--- config.mk ---
export PLATFORM = sky130hd
export DESIGN_NAME = iomem_arbiter
export DESIGN_NICKNAME = d
export VERILOG_FILES = /design/src/rtl/iomem_arbiter.sv
export SDC_FILE = /design/constraint.sdc
export NUM_CORES = 1
export LEC_CHECK = 0
export BUFFER_PORTS_ARGS = -buffer_cell sky130_fd_sc_hd__buf_2
export CAP_MARGIN = 0
export CORE_AREA = 4 4 117 119
export CTS_CLUSTER_DIAMETER = 60
export DETAILED_ROUTE_END_ITERATION = 8
export DIE_AREA = 0 0 121 123
export GPL_ROUTABILITY_DRIVEN = 1
export PLACE_DENSITY = 0.56
export SYNTH_ARGS = -nofsm -noshare
export SYNTH_HDL_FRONTEND = slang
export SYNTH_SLANG_ARGS = --single-unit
--- constraint.sdc ---
create_clock -name clk -period 3.03 [get_ports clk]
set_clock_uncertainty 0.1 [all_clocks]
set_input_delay 0.4545 -clock clk [delete_from_list [all_inputs] [get_ports clk]]
set_output_delay 0.4545 -clock clk [all_outputs]
set_load 0.05 [all_outputs]
--- src/rtl/iomem_arbiter.sv ---
// Two-master round-robin arbiter for a shared PicoRV32-style iomem bus.
// One transaction in flight, forced error completion on slave timeout.
module iomem_arbiter #(
  parameter int unsigned TIMEOUT_CYCLES = 255,
  parameter logic [31:0] ERR_DATA       = 32'hDEAD_BEEF
) (
  input  logic        clk,
  input  logic        reset,
  input  logic        m0_valid,
  output logic        m0_ready,
  input  logic [3:0]  m0_wstrb,
  input  logic [31:0] m0_addr,
  input  logic [31:0] m0_wdata,
  output logic [31:0] m0_rdata,
  input  logic        m1_valid,
  output logic        m1_ready,
  input  logic [3:0]  m1_wstrb,
  input  logic [31:0] m1_addr,
  input  logic [31:0] m1_wdata,
  output logic [31:0] m1_rdata,
  output logic        s_valid,
  input  logic        s_ready,
  output logic [3:0]  s_wstrb,
  output logic [31:0] s_addr,
  output logic [31:0] s_wdata,
  input  logic [31:0] s_rdata,
  output logic        grant,
  output logic        timeout_err
);

  typedef enum logic {
    IDLE,
    BUSY
  } state_t;

  localparam logic [15:0] TO_LAST =
    16'(TIMEOUT_CYCLES - 1);

  state_t      state;
  state_t      state_nx;
  logic        grant_nx;
  logic        last_grant;
  logic        last_nx;
  logic [15:0] cnt;
  logic [15:0] cnt_nx;

  logic        busy;
  logic        g_valid;
  logic        to_hit;
  logic        done;
  logic [31:0] rdata;

  always_comb begin
    busy    = (state == BUSY);
    g_valid = grant ? m1_valid : m0_valid;
    // s_ready beats the timeout when both land together
    to_hit  = busy & g_valid & ~s_ready &
              (cnt == TO_LAST);
    done    = busy & g_valid & (s_ready | to_hit);
    rdata   = s_ready ? s_rdata : ERR_DATA;
  end

  always_comb begin
    s_valid     = ~reset & busy & g_valid & ~to_hit;
    s_wstrb     = grant ? m1_wstrb : m0_wstrb;
    s_addr      = grant ? m1_addr  : m0_addr;
    s_wdata     = grant ? m1_wdata : m0_wdata;
    m0_ready    = ~reset & done & ~grant;
    m1_ready    = ~reset & done &  grant;
    m0_rdata    = m0_ready ? rdata : 32'h0;
    m1_rdata    = m1_ready ? rdata : 32'h0;
    timeout_err = ~reset & to_hit;
  end

  always_comb begin
    state_nx = state;
    grant_nx = grant;
    last_nx  = last_grant;
    cnt_nx   = 16'h0;
    unique case (1'b1)
      (state == IDLE): begin
        if (m0_valid | m1_valid) begin
          state_nx = BUSY;
          grant_nx = (m0_valid & m1_valid) ?
                     ~last_grant : m1_valid;
        end
      end
      (state == BUSY): begin
        if (~g_valid | s_ready | to_hit) begin
          state_nx = IDLE;
          last_nx  = grant;
        end else begin
          cnt_nx = cnt + 16'h1;
        end
      end
      default: state_nx = IDLE;
    endcase
  end

  always_ff @(posedge clk) begin
    if (reset) begin
      state      <= IDLE;
      grant      <= 1'b0;
      last_grant <= 1'b1;
      cnt        <= 16'h0;
    end else begin
      state      <= state_nx;
      grant      <= grant_nx;
      last_grant <= last_nx;
      cnt        <= cnt_nx;
    end
  end

endmodule

==> results.sh, run 1 <==
export IMPL_status="completed"
export IMPL_drtAntennaViolNets=0
export IMPL_gr_usage_all_layers=0.143
export IMPL_cts_path_max_buffers=2
export IMPL_cp_start_kind="flip-flop"
export IMPL_layout_drive_gt1_share=0.624
export IMPL_r2r_slack_ps=840
export IMPL_syn_to_final_growth_pct=75.6
export IMPL_critPathMaxFanout=50
export IMPL_setup_tns_final_ps=0
export IMPL_whs_ps=349
export IMPL_power_per_cell_area_mw_per_mm2=300
export IMPL_clk_latency_ps=250
export IMPL_hpwl_mm=10.4
export IMPL_nets=811
export IMPL_drt_iter0_drc=106
export IMPL_grt_pass1_wl_mm=16.8
export IMPL_highest_layer="met4"
export IMPL_cts_hold_buf=0
export IMPL_synthCells=340
export IMPL_antenna_found_initial=0
export IMPL_htree_levels=1
export IMPL_met1_length_mm=4.79
export IMPL_fin_area_mm2=0.00426
export IMPL_cts_sinks=19
export IMPL_start_util=0.193
export IMPL_die_h_um=123
export IMPL_wl_met3_um=840
export IMPL_dpl_worst_slack_ps=465
export IMPL_crit_arrival_ps=2270
export IMPL_place_area_mm2=0.00418
export IMPL_dr_total_vias=3382
export IMPL_final_hold_violation_count=0
export IMPL_routed_wl_mm=12.2
export IMPL_cts_resized=0
export IMPL_cts_made_buffers=3
export IMPL_r2r_end="busy"
export IMPL_ys_seq_area_frac=0.157
export IMPL_place_inst=803
export IMPL_crit_type="reg2out"
export IMPL_post_route_drc_count=0
export IMPL_final_min_clock_period_ps=2820
export IMPL_cp_slowest_cell="or4_1"
export IMPL_diodes=0
export IMPL_fillers=1402
export IMPL_total_power_mw=1.28
export IMPL_io_buffers=309
export IMPL_crit_start="cnt[11]"
export IMPL_core_area_mm2=0.0126
export IMPL_synth_top_area_share=0.315
export IMPL_worstRegToRegCells=4
export IMPL_tritoncts="built"
export IMPL_place_congestion=0.824
export IMPL_hold_depth=2
export IMPL_wl_per_cell_um=15.2
export IMPL_grt_overflow=0
export IMPL_drt_pre_antenna_iters=4
export IMPL_vdd_drop_max_mv=0.156
export IMPL_layout_setup_ws_ps=206
export IMPL_postCtsSetupBuffers=0
export IMPL_synth_ff_type="dfxtp_1"
export IMPL_grt_pass1_vias=3141
export IMPL_critPathMaxStageDelay_ps=520
export IMPL_setup_viol_count_final=0
export IMPL_yosys_register_bits=19
export IMPL_synthesis_area_mm2=0.00243
export IMPL_rows=41
export IMPL_endpoint="m0_rdata[25]"
export IMPL_cts_root_buf="clkbuf_16"
export IMPL_required_ps=2480
export IMPL_clkTransAtPathRegs_ps=50
export IMPL_layout_cells_non_filler=807
export IMPL_worstPathCellList="or4_1 > nor4_1 > buf_4 > a21oi_4 > buf_12 > nor2_1 > buf_2"
export IMPL_crit_path_end_kind="output pin"
export IMPL_slew_headroom=0.661
export IMPL_ys_warn_count=0
export IMPL_drv_slew=0
export IMPL_synth_avg_cell_area_um2=7.14
export IMPL_syn_nets=515
export IMPL_design_die_area_mm2=0.0149
export IMPL_drv_cap=0
export IMPL_period_share=0.932
export IMPL_fmax_ghz=0.354
export IMPL_yosysUniqueCellTypes=33
export IMPL_synthArstFlopShare=0
export IMPL_wl_met2_mm=6.53
export IMPL_io_pins=310
export IMPL_leakage_nw=2.24
export IMPL_synth_edf_count=0
export IMPL_via_per_inst=4.19
export IMPL_synth_top_area_cell="mux2_2"
export IMPL_r2r_start="cnt[11]"
export IMPL_hp_class="in2reg"
export IMPL_grt_max_degree=51
export IMPL_synth_area_leaders="mux2_2 32%, dfxtp_1 16%, nor2_1 10%, nand2_1 8.2%, nand2b_1 6.4%"
export IMPL_grt_setup_unrepaired="false"
export IMPL_die_w_um=121
export IMPL_fin_util=0.339
export IMPL_worst_pin_slew_ps=506
## state kept, by name (all words and copies together) (netlist names)
| signal | cells |
|---|---|
| grant | 1 |
| busy | 1 |
| last_grant | 1 |
| cnt | 16 |
## cell type report
type | instances | area [um2] | share of cell area
Clock buffer | 4 | 78.8 | 0.0185
Tap cell | 172 | 215 | 0.0505
Sequential cell | 19 | 384 | 0.0901
Inverter | 7 | 26.3 | 0.00617
Multi-Input combinational cell | 288 | 1940 | 0.455
Timing Repair Buffer | 317 | 1620 | 0.380
## layout by cell type (no fill, tap or decap), types with 2 or more instances in the layout
cell,count
nand2b_1,25
or4_1,2
nand4_1,4
inv_1,7
nor4_1,5
ha_1,2
nor2b_1,3
xor2_1,3
and3_1,16
clkbuf_16,3
nand2_1,53
nor2_1,67
buf_2,309
nand3_1,6
dfxtp_1,18
nor3_1,6
mux2_2,68
xnor2_1,11
buf_4,7
## how the worst min path moves through the flow
stage | startpoint | endpoint | slack, ps
after global routing | reset | grant | 360
after detailed placement | cnt[0] | cnt[0] | 390
final | reset | grant | 350
after floorplan | cnt[0] | cnt[0] | 350
after CTS | reset | grant | 350
after global placement | cnt[0] | cnt[0] | 380
## critical path: cells and delay by family, from the launching register on
kind / cells / cell delay (ps)
AND/OR/NAND/NOR: 3 / 940
buffers and inverters: 3 / 650
flip-flops: 1 / 340
AO/OA/AOI/OAI: 1 / 60
## kinds of logic after synthesis
logic type      share of synthesized area
simple gates                        0.375
flops                               0.157
buf+inv                            0.0541
mux                                 0.320
compound gates                     0.0335
xor+xnor                           0.0505
fa+ha+maj                          0.0103
## power by group
| part | switching [mW] | leakage (nW) | internal [mW] |
|---|---|---|---|
| clock | 0.0944 | 0.0382 | 0.179 |
| combinational | 0.492 | 2.05 | 0.243 |
| sequential | 0.0155 | 0.154 | 0.254 |
| total | 0.602 | 2.24 | 0.676 |
## metal layers
| metal | vias up | track usage |
|---|---|---|
| met4 | 0 | 0.0234 |
| met1 | 1515 | 0.172 |
| met3 | 5 | 0.0192 |
| met5 | - | 0 |
| li1 | 1726 | - |
| met2 | 136 | 0.272 |
## Yosys cell counts, drive strengths merged, types with 4 or more instances
master	n
and3	16
clkbuf	25
dfxtp	19
inv	7
mux2	68
nand2	53
nand2b	25
nand3	6
nand4	4
nor2	67
nor3	6
nor4	6
xnor2	11
No activity file was read; power rests on OpenSTA's default activity.
==> run 2: changes to the inputs <==
MAX_ROUTING_LAYER = met4   (was default)
RECOVER_POWER = 100   (was default)
==> run 2 against run 1 <==
  * Via count increased by 0.50%
  * Wire length decreased by 0.53%
  * Final cell count is the same
  * Register-to-register slack worse by 180 ps
  * Sequential share of layout area grew 0.13 points
  * Worst hold slack better by 1.4 ps
  * Core utilization shrank 0.47 points
  * Global-route usage increased by 0.40 points
  * Power shrank 1.0%
  * Largest cell class unchanged
  * Largest power group unchanged
==> results.sh, run 2 (same netlist as run 1, synthesis figures left out) <==
export IMPL_leakage_nw=2.09
export IMPL_start_util=0.193
export IMPL_diodes=0
export IMPL_antenna_found_initial=0
export IMPL_final_common_cell="buf_2"
export IMPL_drv_slew=0
export IMPL_total_power_mw=1.27
export IMPL_io_buffers=309
export IMPL_critPathMaxFanout=38
export IMPL_grt_setup_unrepaired="false"
export IMPL_htree_levels=1
export IMPL_vdd_drop_max_mv=0.155
export IMPL_rows=41
export IMPL_wl_per_cell_um=15.1
export IMPL_final_hold_violation_count=0
export IMPL_crit_start="grant"
export IMPL_ff_latch_area_um2=384
export IMPL_grt_overflow=0
export IMPL_core_area_mm2=0.0126
export IMPL_grt_pass1_wl_mm=16.8
export IMPL_die_w_um=121
export IMPL_top_register="cnt"
export IMPL_setup_viol_count_final=0
export IMPL_routed_wl_mm=12.2
export IMPL_die_h_um=123
export IMPL_multi_input_area_mm2=0.00193
export IMPL_hpwl_mm=10.4
export IMPL_cp_buffers_inverters=2
export IMPL_final_min_clock_period_ps=2870
export IMPL_drt_iter0_drc=118
export IMPL_dr_total_vias=3399
export IMPL_crit_arrival_ps=2320
export IMPL_post_route_drc_count=0
export IMPL_drv_cap=0
export IMPL_grt_pass1_vias=3141
export IMPL_cp_start_kind="flip-flop"
export IMPL_place_area_mm2=0.00418
export IMPL_cts_sinks=19
export IMPL_most_common_layout_cells="180 x buf_2, 101 x clkbuf_2, 67 x nor2_1, 67 x mux2_2, 53 x nand2_1"
export IMPL_cpLargestDelayFamily="buffers and inverters"
export IMPL_cts_resized=0
export IMPL_design_die_area_mm2=0.0149
export IMPL_period_share=0.948
export IMPL_crit_type="reg2out"
export IMPL_cts_made_buffers=3
export IMPL_gr_usage_all_layers=0.147
export IMPL_status="completed"
export IMPL_worstPathCellList="buf_2 > mux2_2 > clkbuf_2"
export IMPL_grt_max_degree=51
export IMPL_slew_headroom=0.459
export IMPL_cts_path_max_buffers=2
export IMPL_clk_latency_ps=250
export IMPL_drt_pre_antenna_iters=4
export IMPL_cts_root_buf="clkbuf_16"
export IMPL_io_pins=310
export IMPL_power_per_cell_area_mw_per_mm2=301
export IMPL_critPathMaxStageDelay_ps=740
export IMPL_postCtsSetupBuffers=0
export IMPL_worstHoldStart="reset"
export IMPL_cp_slowest_cell="buf_2"
export IMPL_clkTransAtPathRegs_ps=50
export IMPL_hp_class="in2reg"
export IMPL_fillers=1416
export IMPL_fmax_ghz=0.348
export IMPL_r2r_start="cnt[11]"
export IMPL_required_ps=2480
export IMPL_via_per_inst=4.21
export IMPL_place_congestion=0.837
export IMPL_layout_setup_ws_ps=157
export IMPL_tritoncts="built"
export IMPL_layout_drive_gt1_share=0.572
export IMPL_worst_pin_slew_ps=812
export IMPL_crit_path_end_kind="output pin"
export IMPL_setup_tns_final_ps=0
export IMPL_syn_to_final_growth_pct=73.1
export IMPL_nets=811
export IMPL_largest_register_ffs=16
export IMPL_drtAntennaViolNets=0
export IMPL_dpl_worst_slack_ps=465
export IMPL_fin_area_mm2=0.00420
export IMPL_cts_hold_buf=0
==> run 2: worst paths after layout <==
check / slack, ps / cells after the start / to
max: 160 / 3 / s_addr[1]
max reg2reg: 660 / 4 / busy
min: 350 / 2 / grant
min reg2reg: 400 / 1 / cnt[0]
==> run 2: cell type report <==
type | instances | area share
Inverter | 7 | 0.00625
Sequential cell | 19 | 0.0914
Tap cell | 172 | 0.0512
Clock buffer | 4 | 0.0188
Multi-Input combinational cell | 288 | 0.458
Timing Repair Buffer | 317 | 0.374
==> run 2: metal layers <==
metal / share of wire / track usage / up-vias / wire length [um]
met5: 0 / - / - / 0
met4: 0.013 / 0.0234 / 0 / 153
met3: 0.066 / 0.0174 / 7 / 799
met2: 0.53 / 0.272 / 131 / 6440
met1: 0.39 / 0.173 / 1533 / 4780
li1: - / - / 1728 / -
==> run 2: where the power goes <==
part	switching (mW)	total, mW	internal [mW]
Combinational	0.494	0.724	0.230
Sequential	0.0154	0.269	0.254
Clock	0.0928	0.272	0.179
Total	0.603	1.27	0.663
==> run 2: worst register-to-register path: stages, from the launching register on <==
cell and delay [ps]:
dfxtp_1 340, or4_1 510, or4_1 520, o211ai_2 620, o31ai_2 140
==> run 2: stage by stage <==
step / instances / util / hold WS, ps
final: 807 / 0.334 / 350
after global routing: 807 / 0.334 / 360
after floorplan: 340 / - / 352
after CTS: 807 / 0.339 / 347
after global placement: 803 / 0.333 / 377
after detailed placement: 803 / 0.333 / 387
